## src/rtl/bitfusion_pkg.sv

```systemverilog
// Shared types and helpers for the bitfusion column job sequencer.
package bitfusion_pkg;

  localparam int COL_WIDTH_DEF = 13;
  localparam int LANES         = 4;

  typedef enum logic [1:0] {
    ST_IDLE,
    ST_ISSUE,
    ST_DRAIN,
    ST_DONE
  } state_e;

  // Precision configuration presented to the fusion unit for one job.
  typedef struct packed {
    logic [3:0] in_width;
    logic [3:0] weight_width;
    logic       s_in;
    logic       s_weight;
  } fu_cfg_t;

  function automatic logic width_legal(input logic [3:0] w);
    return (w == 4'd2) || (w == 4'd4) || (w == 4'd8);
  endfunction

endpackage

```

## src/rtl/bitfusion_acc.sv

```systemverilog
// Four-lane wrap-around accumulator; lanes are independent, carries never
// cross a lane boundary.
module bitfusion_acc
  import bitfusion_pkg::*;
#(
  parameter int COL_WIDTH = COL_WIDTH_DEF
) (
  input  logic                       clk,
  input  logic                       rst,
  input  logic                       clr,
  input  logic                       add_en,
  input  logic [COL_WIDTH*LANES-1:0] add_data,
  output logic [COL_WIDTH*LANES-1:0] acc
);

  logic [COL_WIDTH*LANES-1:0] acc_d, acc_q;

  always_comb begin
    // NOTE: assign a default first so every path drives acc_d and no latch is inferred.
    acc_d = acc_q;
    if (clr) begin
      acc_d = '0;
    end else if (add_en) begin
      for (int l = 0; l < LANES; l++) begin
        acc_d[l*COL_WIDTH +: COL_WIDTH] =
          acc_q[l*COL_WIDTH +: COL_WIDTH] + add_data[l*COL_WIDTH +: COL_WIDTH];
      end
    end
  end

  always_ff @(posedge clk or posedge rst) begin
    // NOTE: non-blocking assignments keep every flop sampling pre-edge values.
    if (rst) acc_q <= '0;
    else     acc_q <= acc_d;
  end

  assign acc = acc_q;

endmodule

```

## src/rtl/bitfusion_seq.sv

```systemverilog
// Job sequencer for one bitfusion_top column: issues buffer reads, tracks the
// fusion-unit latency, accumulates psum_fwd and returns one 4-lane result per job.
module bitfusion_seq
  import bitfusion_pkg::*;
#(
  parameter int COL_WIDTH = COL_WIDTH_DEF,
  parameter int ADDR_W    = 8,
  parameter int FU_LAT    = 2
) (
  input  logic                       clk,
  input  logic                       rst,
  input  logic                       cfg_valid,
  output logic                       cfg_ready,
  input  logic [ADDR_W-1:0]          cfg_len,
  input  logic [ADDR_W-1:0]          cfg_in_base,
  input  logic [ADDR_W-1:0]          cfg_wt_base,
  input  logic [3:0]                 cfg_in_width,
  input  logic [3:0]                 cfg_weight_width,
  input  logic                       cfg_s_in,
  input  logic                       cfg_s_weight,
  input  logic [COL_WIDTH*LANES-1:0] cfg_bias,
  output logic                       rd_en,
  output logic [ADDR_W-1:0]          in_addr,
  output logic [ADDR_W-1:0]          wt_addr,
  output logic [3:0]                 fu_in_width,
  output logic [3:0]                 fu_weight_width,
  output logic                       fu_s_in,
  output logic                       fu_s_weight,
  output logic [COL_WIDTH*LANES-1:0] fu_psum_in,
  input  logic [COL_WIDTH*LANES-1:0] fu_psum_fwd,
  output logic                       res_valid,
  input  logic                       res_ready,
  output logic [COL_WIDTH*LANES-1:0] res_data,
  output logic                       res_err
);

  localparam int PW = COL_WIDTH * LANES;

  state_e            state_q, state_d;
  logic              cfg_ready_q, cfg_ready_d;
  logic              rd_en_q, rd_en_d;
  logic              rd_first_q, rd_first_d;
  logic [ADDR_W-1:0] in_addr_q, in_addr_d;
  logic [ADDR_W-1:0] wt_addr_q, wt_addr_d;
  logic [ADDR_W-1:0] remain_q, remain_d;
  fu_cfg_t           fu_cfg_q, fu_cfg_d;
  logic [PW-1:0]     bias_q, bias_d;
  logic [FU_LAT:0]   vld_q, vld_d;
  logic              first_q, first_d;
  logic              res_valid_q, res_valid_d;
  logic              res_err_q, res_err_d;
  logic              acc_clr;
  logic              cfg_legal;

  assign cfg_legal = width_legal(cfg_in_width) && width_legal(cfg_weight_width);

  always_comb begin
    state_d     = state_q;
    cfg_ready_d = cfg_ready_q;
    rd_en_d     = rd_en_q;
    rd_first_d  = rd_first_q;
    in_addr_d   = in_addr_q;
    wt_addr_d   = wt_addr_q;
    remain_d    = remain_q;
    fu_cfg_d    = fu_cfg_q;
    bias_d      = bias_q;
    res_valid_d = res_valid_q;
    res_err_d   = res_err_q;
    acc_clr     = 1'b0;

    // Stage 0 lines up with read data at the fusion-unit inputs; stage FU_LAT
    // lines up with the matching psum_fwd.
    vld_d[0] = rd_en_q;
    first_d  = rd_en_q && rd_first_q;
    for (int k = 1; k <= FU_LAT; k++) begin
      vld_d[k] = vld_q[k-1];
    end

    unique case (state_q)
      ST_IDLE: begin
        if (cfg_valid) begin
          acc_clr     = 1'b1;
          cfg_ready_d = 1'b0;
          res_err_d   = 1'b0;
          if (!cfg_legal) begin
            state_d     = ST_DONE;
            res_valid_d = 1'b1;
            res_err_d   = 1'b1;
          end else if (cfg_len == '0) begin
            state_d     = ST_DONE;
            res_valid_d = 1'b1;
          end else begin
            state_d   = ST_ISSUE;
            rd_en_d   = 1'b1;
            rd_first_d = 1'b1;
            in_addr_d = cfg_in_base;
            wt_addr_d = cfg_wt_base;
            remain_d  = cfg_len - ADDR_W'(1);
            fu_cfg_d  = '{in_width:     cfg_in_width,
                          weight_width: cfg_weight_width,
                          s_in:         cfg_s_in,
                          s_weight:     cfg_s_weight};
            bias_d    = cfg_bias;
          end
        end
      end
      ST_ISSUE: begin
        rd_first_d = 1'b0;
        if (remain_q == '0) begin
          rd_en_d = 1'b0;
          state_d = ST_DRAIN;
        end else begin
          in_addr_d = in_addr_q + ADDR_W'(1);
          wt_addr_d = wt_addr_q + ADDR_W'(1);
          remain_d  = remain_q - ADDR_W'(1);
        end
      end
      ST_DRAIN: begin
        // Leave on the edge that consumes the last in-flight element.
        if (vld_d == '0) begin
          state_d     = ST_DONE;
          res_valid_d = 1'b1;
        end
      end
      ST_DONE: begin
        if (res_ready) begin
          state_d     = ST_IDLE;
          res_valid_d = 1'b0;
          cfg_ready_d = 1'b1;
        end
      end
      default: state_d = ST_IDLE;
    endcase
  end

  always_ff @(posedge clk or posedge rst) begin
    if (rst) begin
      state_q     <= ST_IDLE;
      cfg_ready_q <= 1'b1;
      rd_en_q     <= 1'b0;
      rd_first_q  <= 1'b0;
      in_addr_q   <= '0;
      wt_addr_q   <= '0;
      remain_q    <= '0;
      fu_cfg_q    <= '0;
      bias_q      <= '0;
      vld_q       <= '0;
      first_q     <= 1'b0;
      res_valid_q <= 1'b0;
      res_err_q   <= 1'b0;
    end else begin
      state_q     <= state_d;
      cfg_ready_q <= cfg_ready_d;
      rd_en_q     <= rd_en_d;
      rd_first_q  <= rd_first_d;
      in_addr_q   <= in_addr_d;
      wt_addr_q   <= wt_addr_d;
      remain_q    <= remain_d;
      fu_cfg_q    <= fu_cfg_d;
      bias_q      <= bias_d;
      vld_q       <= vld_d;
      first_q     <= first_d;
      res_valid_q <= res_valid_d;
      res_err_q   <= res_err_d;
    end
  end

  bitfusion_acc #(
    .COL_WIDTH (COL_WIDTH)
  ) u_acc (
    .clk      (clk),
    .rst      (rst),
    .clr      (acc_clr),
    .add_en   (vld_q[FU_LAT]),
    .add_data (fu_psum_fwd),
    .acc      (res_data)
  );

  assign cfg_ready       = cfg_ready_q;
  assign rd_en           = rd_en_q;
  assign in_addr         = in_addr_q;
  assign wt_addr         = wt_addr_q;
  assign fu_in_width     = fu_cfg_q.in_width;
  assign fu_weight_width = fu_cfg_q.weight_width;
  assign fu_s_in         = fu_cfg_q.s_in;
  assign fu_s_weight     = fu_cfg_q.s_weight;
  assign fu_psum_in      = first_q ? bias_q : '0;
  assign res_valid       = res_valid_q;
  assign res_err         = res_err_q;

endmodule

```

## config.mk

```make
export PLATFORM = sky130hd
export DESIGN_NAME = bitfusion_seq
export DESIGN_NICKNAME = d
export VERILOG_FILES = /design/src/rtl/bitfusion_pkg.sv /design/src/rtl/bitfusion_acc.sv /design/src/rtl/bitfusion_seq.sv
export SDC_FILE = /design/constraint.sdc
export NUM_CORES = 1
export LEC_CHECK = 0
export CAP_MARGIN = 40
export CORE_MARGIN = 2
export CORE_UTILIZATION = 49
export DETAILED_ROUTE_END_ITERATION = 10
export PLACE_DENSITY = 0.82
export SLEW_MARGIN = 20
export SYNTH_ARGS = -nofsm -noshare
export SYNTH_HDL_FRONTEND = slang
export SYNTH_SLANG_ARGS = --single-unit
```

## constraint.sdc

```tcl
create_clock -name clk -period 5.9 [get_ports clk]
set_input_delay 0.59 -clock clk [delete_from_list [all_inputs] [get_ports clk]]
set_output_delay 0.59 -clock clk [all_outputs]
set_load 0.02 [all_outputs]
```

==> results.toml, run 1 <==
[worst_hold_path]
hold_class = "reg2reg"

[placement]
port_buffers = 275
routabilityCongestion = 0.852
pre_cts_slack_ns = 2.32
dpl.hpwl_mm = 18.7

[sta]
setup_slack_ns = 2.56
min_period_ns = 3.34
drv_slew = 0
max_freq_ghz = 0.299
worstMarginPinSlew_ns = 0.812
setup-tns-final_ns = 0
setup_viol = 0
finalHoldViolCount = 0
rsz0062_at_grt = "false"
clock_skew_ns = 0.0133
timing.slew.headroom_pct = 45.7
post-route-period-util_pct = 56.6

[cells_and_area]
layout-drive-gt1-share_pct = 10.9
nets = 1414
multiInputGateArea_sq_mm = 0.00560
seq_area_sq_mm = 0.00373
syn2layout_area_growth_pct = 38.2
fillers = 1496

[global_routing]
grt_most_used_layer = "met2"
grt_max_degree = 64
antenna_found_initial = 1
grtUsageMet1_pct = 30.9
gr-usage-all-layers_pct = 24.8
grt_pass1_vias = 7934
overflow = 0
met3_usage_pct = 5.23
grt_pass1_wl_mm = 40.6
use_met2_pct = 43.2

[critical_path]
arrival_ns = 3.64
path_cells = "inv_1 > ha_1 > and2_2 > o2111ai_2 > nor3_4 > buf_4 > buf_16 > mux2_4"
critical_path_class = "reg2reg"
cp-start-kind = "flop"
cp_slowest_cell = "and2_2"
required_ns = 6.20
cpPeakStageDelay_ns = 0.68
path_buf_inv = 3
critPathTopFamily = "simple AND/OR/NAND/NOR gates"
path_max_fanout = 43
worstSetupEndpointType = "flop"

[die]
die_h_microns = 144
die-width_microns = 144
std_cell_rows = 51
dieArea_sq_mm = 0.0207
core_sq_mm = 0.0193
start_util_pct = 49.7
io_pins = 276

[clock_tree]
clk_path_buf_depth = 2
htreeDepth = 4
numClockSinks = 149
clock_latency_ns = 0.43
cts_resized = 0
cts_setup_buffers = 0
cts_buffers = 17
cts_hold_buf = 0
path_clk_slew_ns = 0.07
cts_root_buf = "clkbuf_16"
tritoncts = "done"

[pwr]
peakVddDrop_uv = 293
power.density_mw_per_mm2 = 467
p_leak_uw = 0.00578

[synth]
synth_area_per_cell_sq_um = 10.2
synthArstFlopShare_pct = 100
ys_seq_area_share_pct = 38.9
synth_nets = 1146
ys_types = 70
ys_ff_latch = 149
yosys_warnings = 0
synth.cell_area_sq_mm = 0.00960
syn_inst = 944
synth_edf_count = 0
synth-main-ff-cell = "dfrtp_1"

[routing]
viasPerCell = 5.58
drt_iter0_markers = 407
wirelength_mm = 26.1
vias = 8326
drc = 0
first_pass_iters = 6
ant_nets = 0
drt-wirelength-per-cell_microns = 17.5

[status]
status = "completed"

[flow_run]
maxCapViolCount = 0
-- routing by layer --
| layer | vias to the layer above | share of wire, % |
|---|---|---|
| li1 | 4036 | - |
| met1 | 4010 | 42 |
| met2 | 246 | 51 |
| met3 | 34 | 5.6 |
| met4 | 0 | 1.7 |
| met5 | - | 0 |
-- synth_stat cells (all sizes together), types with 6 or more instances --
master    n  share of area, %
a211oi   24               1.9
a21boi    6              0.47
a21o     18               1.4
a21oi    59               3.1
a31oi    14              0.91
and2     57               3.7
and3     10              0.65
and4b     6              0.63
buf      15               1.3
clkbuf   25              0.98
dfrtp   148                39
ha       56               7.3
inv      14              0.55
mux2     62               9.5
mux2i    28               2.9
nand2    38               1.5
nand2b    8              0.52
nand3    38               2.0
nand3b   15               1.2
nand4    10              0.65
nor2     69               2.8
nor2b    10              0.65
nor3     28               1.6
nor3b    22               1.8
o21ai    57               3.0
o21bai   12              0.94
o31ai     7              0.60
xnor2    14               1.3
xor2     11               1.0
-- worst register-to-register path, cell delays in order, from the launching register on --
cell and delay, ns:
dfrtp_1 0.40, inv_1 0.14, ha_1 0.35, and2_2 0.68, o2111ai_2 0.37, nor3_4 0.20
buf_4 0.38, buf_16 0.35, mux2_4 0.35
-- kinds of logic (layout without fill, tap and decap cells) --
family          Yosys count  after routing  synth area share (%)
mux                      90             90                  12.4
simple gates            331            331                  19.5
flops                   149            149                  38.9
xor+xnor                 25             25                  2.28
fa+ha+maj                60             60                  8.13
buf+inv                  54            335                  2.82
compound gates          235            235                  16.0
other cells               0              2                     0
-- state kept, by name (all words and copies together), names as in the netlist, 2 cells and up --
register and cells:
fu_weight_width 4, u_acc.acc 52, remain_q 8, wt_addr 8, state_q 2, bias_q 52, fu_in_width 4, vld_q 3
in_addr 8
-- report_power, final --
group,internal [uW],switching (uW),leakage [uW]
registers,1420,336,0.00185
logic,1580,1720,0.00363
clock network,644,500,0.000291
-- cell type report --
| class | instances | area share, % |
|---|---|---|
| Antenna cell | 2 | 0.0377 |
| Clock buffer | 17 | 3.21 |
| Clock inverter | 15 | 1.38 |
| Inverter | 14 | 0.434 |
| Multi-Input combinational cell | 741 | 42.2 |
| Sequential cell | 149 | 28.1 |
| Tap cell | 265 | 2.50 |
| Timing Repair Buffer | 289 | 22.1 |
-- per-stage QoR --
stage	instance area (sq um)	std cells	hold slack (ns)	util [%]	power (uW)
CTS	13200	1488	0.378	68.3	6220
floorplan	9600	944	0.346	-	3940
finish	13300	1492	0.378	68.6	6200
detailed placement	12600	1456	0.358	65.2	5030
global route	13300	1491	0.390	68.6	6670
global placement	12500	1452	0.353	64.8	4930
-- path summary, 6_finish.rpt --
path | from | to | slack [ns] | cells after the start
worst min-delay path | vld_q[1] | vld_q[2] | 0.38 | 0
worst min register to register | vld_q[1] | vld_q[2] | 0.38 | 0
worst max-delay path | state_q[0] | bias_q[47] | 2.56 | 8
worst max register to register | state_q[0] | bias_q[47] | 2.56 | 8
max in group asynchronous | rst | cfg_ready | 4.55 | 4
min in group asynchronous | rst | bias_q[15] | 0.47 | 2
-- layout by cell type (no fill, tap or decap), drive strengths merged, types with 4 or more instances in the layout --
cell type      Yosys  routed
inv               14      24
xor2              11      11
nand3b            15      15
o21ai             57      57
and4b              6       6
and3              10      10
mux2              62      62
buf               15      14
clkdlybuf4s50      0     275
a21boi             6       6
nor3b             22      22
a31oi             14      14
a21o              18      18
a211oi            24      24
ha                56      56
o21bai            12      12
nand3             38      38
a41o               4       4
nor4               4       4
fa                 4       4
nor2              69      69
xnor2             14      14
mux2i             28      28
nor3              28      28
nor2b             10      10
a21oi             59      59
nand2             38      38
nand4             10      10
and2              57      57
or2                4       4
o211ai             4       4
and3b              4       4
nand2b             8       8
clkbuf            25      17
dfrtp            148     148
o31ai              7       7
or3                4       4
a311o              4       4
o22ai              4       4
No activity file was read; power rests on OpenSTA's default activity.
==> run 2, diff against run 1 <==
==> constraint.sdc (replaced) <==
create_clock -name clk -period 3.2 [get_ports clk]
set_input_delay 0.32 -clock clk [delete_from_list [all_inputs] [get_ports clk]]
set_output_delay 0.32 -clock clk [all_outputs]
set_load 0.02 [all_outputs]
==> results.toml, run 2 (synthesis results as in run 1) <==
[sta]
setup_viol = 0
finalHoldViolCount = 0
max_freq_ghz = 0.400
worstMarginPinSlew_ns = 0.829
timing.slew.headroom_pct = 44.6
min_period_ns = 2.50
setup-tns-final_ns = 0
rsz0062_at_grt = "false"
drv_slew = 0
post-route-period-util_pct = 78.1
clock_skew_ns = 0.0107

[routing]
vias = 8405
drt-wirelength-per-cell_microns = 17.3
first_pass_iters = 5
drc = 0
wirelength_mm = 25.9
ant_nets = 0
drt_iter0_markers = 478
viasPerCell = 5.61

[global_routing]
grt_pass1_wl_mm = 41.5
gr-usage-all-layers_pct = 25.0
overflow = 0
grt_max_degree = 83
grt_pass1_vias = 8225
antenna_found_initial = 0

[clock_tree]
clk_path_buf_depth = 2
htreeDepth = 4
clock_latency_ns = 0.42
path_clk_slew_ns = 0.06
numClockSinks = 149
cts_setup_buffers = 0
cts_hold_buf = 0
cts_buffers = 17
cts_resized = 0
cts_root_buf = "clkbuf_16"
tritoncts = "done"

[critical_path]
critical_path_class = "in2reg"
required_ns = 3.50
arrival_ns = 2.80
path_max_fanout = 39
startpoint = "cfg_len[2]"
r2r_cells = 8
rr_startpoint = "state_q[0]"
cp-start-kind = "primary input"
worstSetupEndpointType = "flop"

[pwr]
peakVddDrop_uv = 494
p_leak_uw = 0.00581
seq_power_share_pct = 28.2
power.density_mw_per_mm2 = 863
combPwrFrac_pct = 53.2
power.switching_uw = 4700
power.internal_uw = 6770
p_clk_share_pct = 18.6
switching_share_pct = 41.0

[die]
std_cell_rows = 51
start_util_pct = 49.7
die_h_microns = 144
io_pins = 276
dieArea_sq_mm = 0.0207
die-width_microns = 144
core_sq_mm = 0.0193

[placement]
port_buffers = 275
dpl_cell_area_sq_mm = 0.0127
routabilityCongestion = 0.871
dpl.hpwl_mm = 18.8

[worst_hold_path]
hold_class = "reg2reg"
min-delay-start = "vld_q[1]"
min_delay_path_depth = 0

[cells_and_area]
nets = 1421
syn2layout_area_growth_pct = 38.6
fin_area_sq_mm = 0.0133
final_common_cell = "clkdlybuf4s50_1"
fillers = 1505
antenna_cells = 0
final_cell_mix = "275 x clkdlybuf4s50_1, 147 x dfrtp_1, 68 x nor2_1, 59 x a21oi_1"
layout-drive-gt1-share_pct = 11.4

[flow_run]
maxCapViolCount = 0

[status]
status = "completed"
-- run 2: changes by cell type in the layout (fill, tap and decap cells not counted), moves of 2 or more --
cell and change:
buf_12 +3, buf_16 -3, buf_4 +8, clkinvlp_4 -2, diode_2 -2
-- run 2: worst paths after layout --
check,to,slack (ns)
worst min register to register,vld_q[2],0.37
worst max-delay path,bias_q[8],0.70
worst min-delay path,vld_q[2],0.37
worst max register to register,remain_q[0],0.74
max in group asynchronous,bias_q[31],2.42
min in group asynchronous,bias_q[10],0.39
-- run 2: worst max-delay path, cell delays in order --
cell,delay (ns)
clkdlybuf4s50_1,0.49
or4_4,0.59
nor4_4,0.45
nor3_4,0.16
buf_8,0.21
buf_12,0.21
mux2_4,0.33
-- run 2: power by group through the flow --
stage          combinational [uW]  clock (uW)  sequential [uW]
6_report                     6110        2140             3230
5_1_grt                      6730        2260             3340
4_1_cts                      6110        2180             3230
3_5_place_dp                 6080           0             3250
3_3_place_gp                 5900           0             3220
2_1_floorplan                3550           0             3710
-- run 2: final cells by class --
type                       instances  area (sq um)  area share [%]
inverter                          14          56.3           0.423
clock buffer                      18           439            3.30
tap                              265           332            2.49
timing repair buffer             296          2970            22.3
sequential                       149          3730            28.0
clock inverter                    14           178            1.34
multi-input combinational        741          5600            42.1
-- run 2: stage by stage --
stage          setup WS (ns)  hold slack [ns]  util [%]  total power (uW)  std cells
3_5_place_dp           0.336            0.360      65.6              9320       1465
3_3_place_gp           0.182            0.357      65.4              9120       1462
6_report               0.702            0.375      68.8             11500       1497
4_1_cts                0.740            0.376      68.8             11500       1497
2_1_floorplan          0.516            0.346         -              7260        944
5_1_grt                0.595            0.398      68.8             12300       1497
-- run 2: per-layer routing --
metal | global-route usage [%] | up-vias | wire, microns
li1 | - | 4049 | -
met1 | 32.3 | 4046 | 11100
met2 | 42.5 | 265 | 12900
met3 | 4.34 | 45 | 1360
met4 | 8.57 | 0 | 621
met5 | 0 | - | 0
